## config.mk

```make
export PLATFORM = sky130hd
export DESIGN_NAME = wb_mem_responder_flat
export DESIGN_NICKNAME = d
export VERILOG_FILES = /design/src/rtl/wb_resp_pkg.sv /design/src/rtl/wb_mem_responder_if.sv /design/src/rtl/wb_resp_ram.sv /design/src/rtl/wb_mem_responder.sv /design/src/flat_wrapper.sv
export SDC_FILE = /design/constraint.sdc
export NUM_CORES = 2
export LEC_CHECK = 0
export ABC_CLOCK_PERIOD_IN_PS = 4900
export BUFFER_PORTS_ARGS = -buffer_cell sky130_fd_sc_hd__buf_2
export CAP_MARGIN = 20
export CORE_ASPECT_RATIO = 0.9
export CORE_MARGIN = 2
export CORE_UTILIZATION = 35
export DETAILED_ROUTE_END_ITERATION = 8
export GPL_TIMING_DRIVEN = 0
export SYNTH_ARGS = -nofsm -noshare
export SYNTH_HDL_FRONTEND = slang
export SYNTH_SLANG_ARGS = --single-unit
```

## constraint.sdc

```tcl
create_clock -name wb_clk_i -period 4.9 [get_ports wb_clk_i]
set_input_delay 0.49 -clock wb_clk_i [delete_from_list [all_inputs] [get_ports wb_clk_i]]
set_output_delay 0.49 -clock wb_clk_i [all_outputs]
set_load 0.05 [all_outputs]
```

## src/rtl/wb_resp_pkg.sv

```systemverilog
// Shared types and helpers for the Wishbone memory responder.
//   state_t    : controller states
//   sel_legal  : byte-select legality for a given data width
//   init_byte  : self-initialisation pattern (byte address mod 256)
package wb_resp_pkg;

  typedef enum logic [1:0] {
    INIT = 2'd0,
    IDLE = 2'd1,
    WAIT = 2'd2,
    RESP = 2'd3
  } state_t;

  // Only naturally aligned single bytes, aligned half-words and full words
  // are accepted; sel is zero-extended to 4 bits by the caller.
  function automatic logic sel_legal(input int dw, input logic [3:0] sel);
    logic ok;
    case (dw)
      32: begin
        case (sel)
          4'b0001, 4'b0010, 4'b0100, 4'b1000,
          4'b0011, 4'b1100, 4'b1111: ok = 1'b1;
          default:                   ok = 1'b0;
        endcase
      end
      16:      ok = (sel == 4'b0001) || (sel == 4'b0010) || (sel == 4'b0011);
      8:       ok = (sel == 4'b0001);
      default: ok = 1'b0;
    endcase
    return ok;
  endfunction

  // Lane b of word w holds the low byte of its own byte address.
  function automatic logic [7:0] init_byte(input int word, input int lane, input int dw);
    return 8'((word * (dw / 8) + lane) % 256);
  endfunction

endpackage

```

## src/rtl/wb_mem_responder_if.sv

```systemverilog
// Wishbone classic bus bundle between an initiator and the memory responder.
//   master modport : drives cyc/stb/we/adr/sel/dat_i, receives dat_o/ack/err
//   slave modport  : the mirror image, used by wb_mem_responder
interface wb_mem_responder_if #(
  parameter int DW = 32
);
  logic            wb_cyc_i;
  logic            wb_stb_i;
  logic            wb_we_i;
  logic [31:0]     wb_adr_i;
  logic [DW/8-1:0] wb_sel_i;
  logic [DW-1:0]   wb_dat_i;
  logic [DW-1:0]   wb_dat_o;
  logic            wb_ack_o;
  logic            wb_err_o;

  modport master (
    output wb_cyc_i, wb_stb_i, wb_we_i, wb_adr_i, wb_sel_i, wb_dat_i,
    input  wb_dat_o, wb_ack_o, wb_err_o
  );

  modport slave (
    input  wb_cyc_i, wb_stb_i, wb_we_i, wb_adr_i, wb_sel_i, wb_dat_i,
    output wb_dat_o, wb_ack_o, wb_err_o
  );
endinterface

```

## src/rtl/wb_resp_ram.sv

```systemverilog
// Single-port RAM with per-byte-lane write enables and registered read.
//   clk   : clock
//   addr  : word address (shared by read and write)
//   we    : one write enable per byte lane
//   wdata : write data
//   rdata : data at addr, registered (old contents on a same-cycle write)
module wb_resp_ram #(
  parameter int DW = 32,
  parameter int AW = 6
) (
  input  logic            clk,
  input  logic [AW-1:0]   addr,
  input  logic [DW/8-1:0] we,
  input  logic [DW-1:0]   wdata,
  output logic [DW-1:0]   rdata
);
  logic [DW-1:0] mem [2**AW];

  // Lane-masked write and synchronous read.
  always_ff @(posedge clk) begin
    for (int b = 0; b < DW / 8; b++) begin
      if (we[b]) begin
        mem[addr][8*b +: 8] <= wdata[8*b +: 8];
      end
    end
    rdata <= mem[addr];
  end
endmodule

```

## src/rtl/wb_mem_responder.sv

```systemverilog
// Wishbone classic slave backed by a self-initialising word RAM.
//   wb_clk_i    : clock
//   wb_rst_i    : asynchronous active-high reset; restarts initialisation
//   bus         : Wishbone slave bundle (cyc/stb/we/adr/sel/dat in, dat/ack/err out)
//   init_done_o : high once every word holds its byte-address pattern
// Requests are accepted in IDLE, optionally delayed by WAIT_STATES cycles
// (aborted if cyc/stb drop), and terminated with ack or, for illegal byte
// selects, err (ack without write when ERR_EN=0).
module wb_mem_responder
  import wb_resp_pkg::*;
#(
  parameter int DW          = 32,
  parameter int AW          = 6,
  parameter int WAIT_STATES = 1,
  parameter int ERR_EN      = 1
) (
  input  logic               wb_clk_i,
  input  logic               wb_rst_i,
  wb_mem_responder_if.slave  bus,
  output logic               init_done_o
);
  localparam int NB  = DW / 8;
  localparam int LSB = $clog2(NB);

  state_t          state, state_n;
  logic [AW-1:0]   init_cnt, init_cnt_n;
  logic [3:0]      wait_cnt, wait_cnt_n;
  logic [AW-1:0]   adr_q;
  logic            we_q;
  logic [NB-1:0]   sel_q;
  logic [DW-1:0]   dat_q;
  logic            ack, err, ack_n, err_n;
  logic [DW-1:0]   dat_out;
  logic            done_n, latch, load_rd, legal;
  logic [AW-1:0]   bus_idx, ram_addr;
  logic [NB-1:0]   ram_we;
  logic [DW-1:0]   ram_wdata, ram_rdata, init_word;

  // Word index wraps modulo the memory depth; upper address bits are ignored.
  assign bus_idx = AW'(bus.wb_adr_i >> LSB);

  assign bus.wb_ack_o = ack;
  assign bus.wb_err_o = err;
  assign bus.wb_dat_o = dat_out;

  // Pattern word written during initialisation.
  always_comb begin
    init_word = '0;
    for (int b = 0; b < NB; b++) begin
      init_word[8*b +: 8] = init_byte(int'(init_cnt), b, DW);
    end
  end

  // Next-state, RAM port steering and termination decode.
  always_comb begin
    state_n    = state;
    init_cnt_n = init_cnt;
    wait_cnt_n = wait_cnt;
    ram_addr   = adr_q;
    ram_we     = '0;
    ram_wdata  = dat_q;
    ack_n      = 1'b0;
    err_n      = 1'b0;
    load_rd    = 1'b0;
    latch      = 1'b0;
    done_n     = init_done_o;
    legal      = sel_legal(DW, 4'(sel_q));
    case (state)
      INIT: begin
        ram_addr  = init_cnt;
        ram_we    = '1;
        ram_wdata = init_word;
        if (init_cnt == '1) begin
          state_n = IDLE;
          done_n  = 1'b1;
        end else begin
          init_cnt_n = init_cnt + AW'(1);
        end
      end
      IDLE: begin
        // Address the RAM from the live bus so read data is ready one
        // cycle after the sample edge even with zero wait states.
        ram_addr   = bus_idx;
        wait_cnt_n = 4'd0;
        if (bus.wb_cyc_i && bus.wb_stb_i) begin
          latch   = 1'b1;
          state_n = (WAIT_STATES > 0) ? WAIT : RESP;
        end else begin
          state_n = IDLE;
        end
      end
      WAIT: begin
        if (!(bus.wb_cyc_i && bus.wb_stb_i)) begin
          state_n = IDLE;
        end else if (wait_cnt == 4'(WAIT_STATES - 1)) begin
          state_n = RESP;
        end else begin
          wait_cnt_n = wait_cnt + 4'd1;
        end
      end
      RESP: begin
        state_n = IDLE;
        if (legal) begin
          ack_n = 1'b1;
          if (we_q) begin
            ram_we = sel_q;
          end else begin
            load_rd = 1'b1;
          end
        end else begin
          ack_n = (ERR_EN == 0);
          err_n = (ERR_EN != 0);
        end
      end
      default: state_n = INIT;
    endcase
  end

  // State, request capture and registered bus outputs.
  always_ff @(posedge wb_clk_i or posedge wb_rst_i) begin
    if (wb_rst_i) begin
      state       <= INIT;
      init_cnt    <= '0;
      wait_cnt    <= 4'd0;
      adr_q       <= '0;
      we_q        <= 1'b0;
      sel_q       <= '0;
      dat_q       <= '0;
      ack         <= 1'b0;
      err         <= 1'b0;
      dat_out     <= '0;
      init_done_o <= 1'b0;
    end else begin
      state       <= state_n;
      init_cnt    <= init_cnt_n;
      wait_cnt    <= wait_cnt_n;
      ack         <= ack_n;
      err         <= err_n;
      init_done_o <= done_n;
      if (latch) begin
        adr_q <= bus_idx;
        we_q  <= bus.wb_we_i;
        sel_q <= bus.wb_sel_i;
        dat_q <= bus.wb_dat_i;
      end
      if (load_rd) begin
        dat_out <= ram_rdata;
      end
    end
  end

  wb_resp_ram #(.DW(DW), .AW(AW)) u_ram (
    .clk   (wb_clk_i),
    .addr  (ram_addr),
    .we    (ram_we),
    .wdata (ram_wdata),
    .rdata (ram_rdata)
  );
endmodule

```

## src/flat_wrapper.sv

```systemverilog
// flat-port wrapper written by rule: the top's interface ports become plain ports
module wb_mem_responder_flat import wb_resp_pkg::*;
#(
  parameter int DW          = 32,
  parameter int AW          = 6,
  parameter int WAIT_STATES = 1,
  parameter int ERR_EN      = 1
)
  (wb_clk_i, wb_rst_i, init_done_o, bus_wb_cyc_i, bus_wb_stb_i, bus_wb_we_i, bus_wb_adr_i, bus_wb_sel_i, bus_wb_dat_i, bus_wb_dat_o, bus_wb_ack_o, bus_wb_err_o);
  wb_mem_responder_if #(.DW(DW)) bus_i ();
  input  logic wb_clk_i;
  input  logic wb_rst_i;
  output logic init_done_o;
  input wire logic [$bits(bus_i.wb_cyc_i)-1:0] bus_wb_cyc_i;
  input wire logic [$bits(bus_i.wb_stb_i)-1:0] bus_wb_stb_i;
  input wire logic [$bits(bus_i.wb_we_i)-1:0] bus_wb_we_i;
  input wire logic [$bits(bus_i.wb_adr_i)-1:0] bus_wb_adr_i;
  input wire logic [$bits(bus_i.wb_sel_i)-1:0] bus_wb_sel_i;
  input wire logic [$bits(bus_i.wb_dat_i)-1:0] bus_wb_dat_i;
  output wire logic [$bits(bus_i.wb_dat_o)-1:0] bus_wb_dat_o;
  output wire logic [$bits(bus_i.wb_ack_o)-1:0] bus_wb_ack_o;
  output wire logic [$bits(bus_i.wb_err_o)-1:0] bus_wb_err_o;
  assign bus_i.wb_cyc_i = bus_wb_cyc_i;
  assign bus_i.wb_stb_i = bus_wb_stb_i;
  assign bus_i.wb_we_i = bus_wb_we_i;
  assign bus_i.wb_adr_i = bus_wb_adr_i;
  assign bus_i.wb_sel_i = bus_wb_sel_i;
  assign bus_i.wb_dat_i = bus_wb_dat_i;
  assign bus_wb_dat_o = bus_i.wb_dat_o;
  assign bus_wb_ack_o = bus_i.wb_ack_o;
  assign bus_wb_err_o = bus_i.wb_err_o;
  wb_mem_responder #(.DW(DW), .AW(AW), .WAIT_STATES(WAIT_STATES), .ERR_EN(ERR_EN)) u_core (.wb_clk_i(wb_clk_i), .wb_rst_i(wb_rst_i), .bus(bus_i), .init_done_o(init_done_o));
endmodule
```

-- Word-level counts from Yosys, hierarchy flattened
Memory sizes are Yosys's and may differ from the RTL's. A register that Yosys moved wholly into a read port is not among the register bits.
Cells that the tools add are included.
- register bits after elaboration: 90
- RAM bits: 2048
- bits of input ports: 73
- output and inout bits: 35
- word-level logic and storage cells: 73
- memories: 1
- add/sub/neg operators: 5
- eq/ne operators: 15
- multiplexer cells: 31
- bitwise logic cells: 1
- reduce and logical (&&, ||, !) cells: 9
- memories (name ; words ; bits a word ; rd ports ; clocked after memory_dff ; wr ports ; line ; RTL):
    u_core.u_ram.mem ; 64 ; 32 ; 1 ; 1 ; 1 ; wb_resp_ram.sv:17 ; logic [DW-1:0] mem [2**AW];
- operators by type and width (kind ; count):
    two-way mux 32 bit ; 1
    two-way mux 1 bit ; 18
    adder 8 x 2 -> 8 bit, second input constant ; 2
    two-way mux 4 bit ; 4
    one-hot mux 4 bit (2 select lines) ; 2
    equality test 4 bit, second input constant ; 3
    one-hot mux 6 bit (2 select lines) ; 1
    adder 8 x 1 -> 8 bit, second input constant ; 1
    equality test 4 x 2 -> 1 bit, second input constant ; 2
    two-way mux 2 bit ; 4
    one-hot mux 2 bit (4 select lines) ; 1
    OR reduction 7 bit ; 1
    adder 6 x 1 -> 6 bit, second input constant ; 1
    equality test 6 bit, second input constant ; 1
    AND reduction 2 bit ; 3
    adder 4 x 1 -> 4 bit, second input constant ; 1
    equality test 2 bit, second input constant ; 2
    equality test 4 x 1 -> 1 bit, second input constant ; 1
    equality test 4 x 3 -> 1 bit, second input constant ; 1
    zero test 4 bit ; 1
    != test 2 x 1 -> 1 bit, second input constant ; 2
    != test 3 bit, second input constant ; 1
    AND reduction 3 bit ; 1
    equality test 2 x 1 -> 1 bit, second input constant ; 1
    other kinds (5) ; 5

-- Longest topological paths before layout
- depth in word-level cells: 7
- mapped depth: 15
- depth with buffers taken out: 9

-- Modules after synthesis
A second synthesis with hierarchy kept.
- cells, all modules: 4808
- area total of the unflattened synthesis: 83028.4 um^2
- by module, submodules not included (module ; times used ; cells each ; area an instance (um^2) ; sequential area each (um^2)):
    wb_resp_ram ; 1 ; 4481 ; 78999.5 ; 62139.6
    wb_mem_responder ; 1 ; 327 ; 4028.9 ; 2252.2

-- Worst setup path after synthesis
OpenSTA, ideal clock, no wires.
- path kind: register to register
- from: register u_core.state[0]
- to: memory u_core.u_ram.mem[0][2] (data pin)
- library setup time: 702 ps
- arrival: 3696 ps
- data required time: 4198 ps
- path slack: 502 ps
- stages on the path, launching flop included: 7
- path buffers: 3
- clock period less this slack: 4398 ps
- cell sequence: dfrtp_1 inv_1 ha_1 buf_6 clkbuf_1 clkbuf_1 o21ai_0
- word-level cells in the longest chain between the ends: 2
- RTL lines (item ; line ; RTL):
    start, declared ; wb_mem_responder.sv:25 ; state_t state, state_n;
    start signal, assigned ; wb_mem_responder.sv:134 ; state <= state_n;
    zero test 2 bit ; wb_mem_responder.sv:68 ; case (state)
    two-way mux 32 bit ; wb_mem_responder.sv:68 ;
    named net u_core.ram_wdata[2] ; wb_mem_responder.sv:37 ; logic [DW-1:0] ram_wdata, ram_rdata, init_word;
    end, declared ; wb_resp_ram.sv:17 ;
The timed path passes the listed nets, and every way through them passes these cells.

-- Final worst setup path
- from: register u_core.state[0]
- to: register u_core.u_ram.rdata[23] (read register of u_core.u_ram.mem)
- word-level cells in the longest chain between the ends: 2
- elaborated cells on any way between the ends: 3
- classes of those cells: eq/ne (1); mux (1); reduce/logical (1)
- RTL lines (item ; line ; RTL):
    equality test 2 x 1 -> 1 bit / zero test 2 bit (equally long branches) ; wb_mem_responder.sv:68 ;
    one-hot mux 6 bit (2 select lines) (*) ; wb_mem_responder.sv:68 ;
    end, declared ; wb_resp_ram.sv:15 ; output logic [DW-1:0] rdata
Mark *: on every way between the ends. The rest lies on a longest branch, timed or not.
A chain may end at the register's enable or synchronous reset.

==> impl_metrics.py <==
metrics = {
    "sta": {
        "finalWorstSetupSlack_ns": -0.108,
        "report.final.setup_viol": 86,
        "min_period_over_period": 1.02,
        "layout_min_cycle_time_ns": 5.01,
        "holdWs_ns": 0.102,
        "max_slew_violation_total_from_the_final_report": 0,
        "worstMarginPinSlew_ns": 1.34,
        "final-hold-violation-count": 0,
        "fin_setup_tns_ns": -2.10,
        "fmax_mhz": 200,
        "worst_slew_margin_rel": 0.106,
        "clock-skew-final_ns": 0.0515,
    },
    "critical_path": {
        "cp_cell_sequence": "ha_1 > buf_2 > a22o_1 > a21o_1 > clkbuf_1 > clkbuf_2 > nand2_1 > clkbuf_1 > o22ai_1 > o21ai_0 > nand2_1 > or4_1",
        "total_buffers_and_inverters_traversed_by_the_critical_path": 4,
        "crit_path_max_incr_delay_ns": 0.84,
        "timing.critical_path.from_type": "register",
        "cell_count_of_the_worst_reg_to_reg_path": 12,
        "setup.worst_path.end_class": "register",
        "cp.required_ns": 5.61,
        "timing_worst_setup_path_type": "reg2reg",
        "crit_path_max_fanout": 11,
        "critPathTopFamily": "buffers and inverters",
        "critical_path.slowest_cell": "clkbuf_1",
        "cp_data_arrival_time_ns": 5.72,
        "path_depth": 12,
    },
    "grt": {
        "pin_count_of_the_biggest_net_entering_global_routing": 75,
        "grt_first_pass_wirelength_um": 392000,
        "number_of_global_route_vias_before_repair": 47600,
        "grt_util_overall": 0.235,
        "grt-ovfl-total": 0,
        "grt_antenna_before_repair": 28,
    },
    "pwr": {
        "power.static_leakage_nw": 33.0,
        "report.power.total_w": 0.0749,
        "p_per_area_mw_per_mm2": 748,
        "vdd_drop_max_uv": 472,
    },
    "synth": {
        "syn-cell-area_mm2": 0.0839,
        "post_synth.cell_area_avg_um2": 18.4,
        "synth_cell_type_count": 48,
        "ys_async_sr_fraction": 0.0415,
        "ys.flop_type": "edfxtp_1",
        "synth.net_count": 4638,
        "synth.yosys.warnings": 0,
        "yosys-top-cells-area": "edfxtp_1, mux4_2, dfrtp_1",
        "synthCells": 4558,
        "synth_largest_area_cell": "edfxtp_1",
        "synth.ff_latch_count": 2170,
        "synth-seq-area-share": 0.768,
        "netlist.area_leader.share": 0.733,
        "synth-edff-count": 2048,
    },
    "placement": {
        "gp_routability_congestion": 0.982,
        "hpwlAfterDp_um": 207000,
        "place.detailed.instances": 8011,
        "port-buffer-count": 81,
    },
    "floorplanning": {
        "design.portCount": 108,
        "dieHeight_um": 468,
        "std_cell_rows": 170,
        "core_area_mm2": 0.238,
        "starting_density": 0.352,
        "die-width_um": 520,
        "design.die.area_mm2": 0.244,
    },
    "cts": {
        "cts_num_sinks": 2170,
        "number_of_levels_in_the_clock_h_tree": 4,
        "clock_transition_time_at_the_flip_flop_clock_pins_of_the_worst_setup_and_hold_paths_ns": 0.06,
        "tritoncts": "built",
        "cts-buffers-inserted": 204,
        "clockRootBuffer": "clkbuf_16",
        "cts_max_path_buffers": 3,
        "clk-insertion-delay-late_ns": 0.88,
    },
    "outcome": {
        "status": "finished, violations left",
        "violations": "design-rule violations, negative setup slack",
    },
    "finish": {
        "layout-drive-gt1-share": 0.268,
        "post_layout_nonfiller_instances": 8476,
        "synthToLayoutAreaGrowth_pct": 19.5,
        "finish.utilization": 0.420,
        "final.fill_count": 20700,
        "layout.nets": 5181,
    },
    "drt": {
        "drc_errors": 12,
        "top_layer_used": "met5",
        "routed-wl-met2_um": 122000,
        "drt-met1-wl_um": 111000,
        "totalWireLength_um": 292000,
        "wire_per_inst_um": 34.4,
        "average_vias_per_placed_instance": 5.92,
        "drt_iter0_markers": 8517,
        "vias": 50200,
        "drt.antenna.violating_nets": 0,
        "drtPass1Iterations": 8,
        "detailroute.wirelength.met3_um": 42700,
    },
    "job": {
        "maxCapViolCount": 0,
    },
    "hold_path": {
        "hold_crit_path_type": "in2reg",
        "hold_path_stages": 4,
    },
}
synth_stat cells (all sizes together) (5+ instances only):
library cell and count:
a22oi 135, mux4 321, and3 44, nand4 13, buf 97, clkbuf 212
a21oi 23, edfxtp 2048, o32ai 64, nor3 181, a311oi 36, dfrtp 90
mux2i 194, dfxtp 32, a211oi 37, or2 8, inv 33, a221oi 6
ha 7, o21ai 104, or4 7, nand2 256, or3 25, nand3 124
nor2 240, o211ai 20, o22ai 66, nor2b 5, mux2 75, a31oi 28
state kept, by name, summed over array words and instances (netlist names), 2 cells and up:
signal / count
u_core.dat_q: 32
u_core.init_cnt: 6
u_core.sel_q: 4
u_core.bus.wb_dat_o: 32
u_core.wait_cnt: 4
u_core.u_ram.mem: 2048
u_core.state: 2
u_core.adr_q: 6
u_core.u_ram.rdata: 32
timing repair:
item,in CTS,in global routing
endpoints found under the hold margin,107,0
setup endpoints to repair,2063,1461
pin swaps,7,2
resized for setup,283,97
hold buffers,44,0
cloned,0,0
buffers inserted,8,1
cells in the final DEF, fill, tap and decap left out, types with 21 or more instances in the layout:
cell	count
buf_12	41
nor2_1	149
diode_2	22
a21oi_1	21
nor2_2	39
clkinv_2	37
nand3_1	106
a31oi_1	28
mux4_2	321
dfxtp_1	32
o21ai_4	24
buf_8	42
clkinv_1	48
edfxtp_1	2048
nor3_4	57
mux2i_1	193
clkbuf_1	208
o22ai_1	66
o32ai_1	64
dfrtp_1	90
mux2_2	75
clkbuf_16	207
a22oi_1	133
inv_1	32
buf_6	44
nor3_2	90
o21ai_0	77
nor2_4	52
a311oi_1	36
nor3_1	34
buf_4	74
clkbuf_2	32
a211oi_1	37
and3_1	44
dlygate4sd3_1	44
or3_1	25
nand2_1	245
buf_2	167
power by group:
group | total, W | switching, W | internal (W) | leakage (nW)
Sequential | 0.0250 | 0.000325 | 0.0247 | 19.9
Clock | 0.0159 | 0.00714 | 0.00876 | 3.19
Combinational | 0.0340 | 0.0245 | 0.00948 | 9.91
Total | 0.0749 | 0.0320 | 0.0430 | 33.0
worst paths after layout:
check                                          startpoint                                   to  slack, ns
max                           u_core.state[0]$_DFFE_PP0P_       u_core.u_ram.rdata[23]$_DFF_P_      -0.11
max reg2reg                   u_core.state[0]$_DFFE_PP0P_       u_core.u_ram.rdata[23]$_DFF_P_      -0.11
min in group asynchronous                        wb_rst_i   u_core.bus.wb_dat_o[5]$_DFFE_PP0P_       0.15
min reg2reg                u_core.u_ram.rdata[29]$_DFF_P_  u_core.bus.wb_dat_o[29]$_DFFE_PP0P_       0.46
max in group asynchronous                        wb_rst_i          u_core.dat_q[6]$_DFFE_PP0P_       4.02
min                                          bus_wb_stb_i          u_core.state[0]$_DFFE_PP0P_       0.10
cell families after synthesis:
group                      share of synthesized area
DFF                                            0.768
and+or+nand+nor                               0.0485
muxes                                          0.119
AOI/OAI and AO/OA                             0.0448
buffers and inverters                         0.0180
adders and majority gates                    0.00104
xor gates and xnor gates                    0.000418
per-stage QoR:
stage	setup WS [ns]	area [um^2]
global route	-0.0134	100000
detailed placement	-1.52	91300
floorplan	0.502	83900
finish	-0.108	100000
global placement	-4.65	88300
CTS	-0.267	99500
worst reg2reg max path, cell delays in order (launching register included):
cell	delay, ns
dfrtp_1	0.43
ha_1	0.27
buf_2	0.23
a22o_1	0.24
a21o_1	0.16
clkbuf_1	0.20
clkbuf_2	0.37
nand2_1	0.64
clkbuf_1	0.84
o22ai_1	0.20
o21ai_0	0.49
nand2_1	0.19
or4_1	0.60
layer usage:
| metal | track usage | vias to the layer above |
|---|---|---|
| met5 | 0.00521 | - |
| met4 | 0.113 | 30 |
| met3 | 0.0927 | 697 |
| met2 | 0.330 | 3830 |
| met1 | 0.317 | 26000 |
| li1 | - | 19600 |
cell type report:
class | count | area, um^2 | area share
sequential | 2170 | 64400 | 0.643
multi-input combinational | 2046 | 20000 | 0.200
clock buffer | 250 | 5340 | 0.0533
tap | 3182 | 3980 | 0.0397
timing repair buffer | 345 | 3600 | 0.0360
buffer | 301 | 1480 | 0.0148
clock inverter | 127 | 1200 | 0.0119
inverter | 33 | 129 | 0.00129
antenna | 22 | 55.1 | 0.000549
No activity file was read; power rests on OpenSTA's default activity.
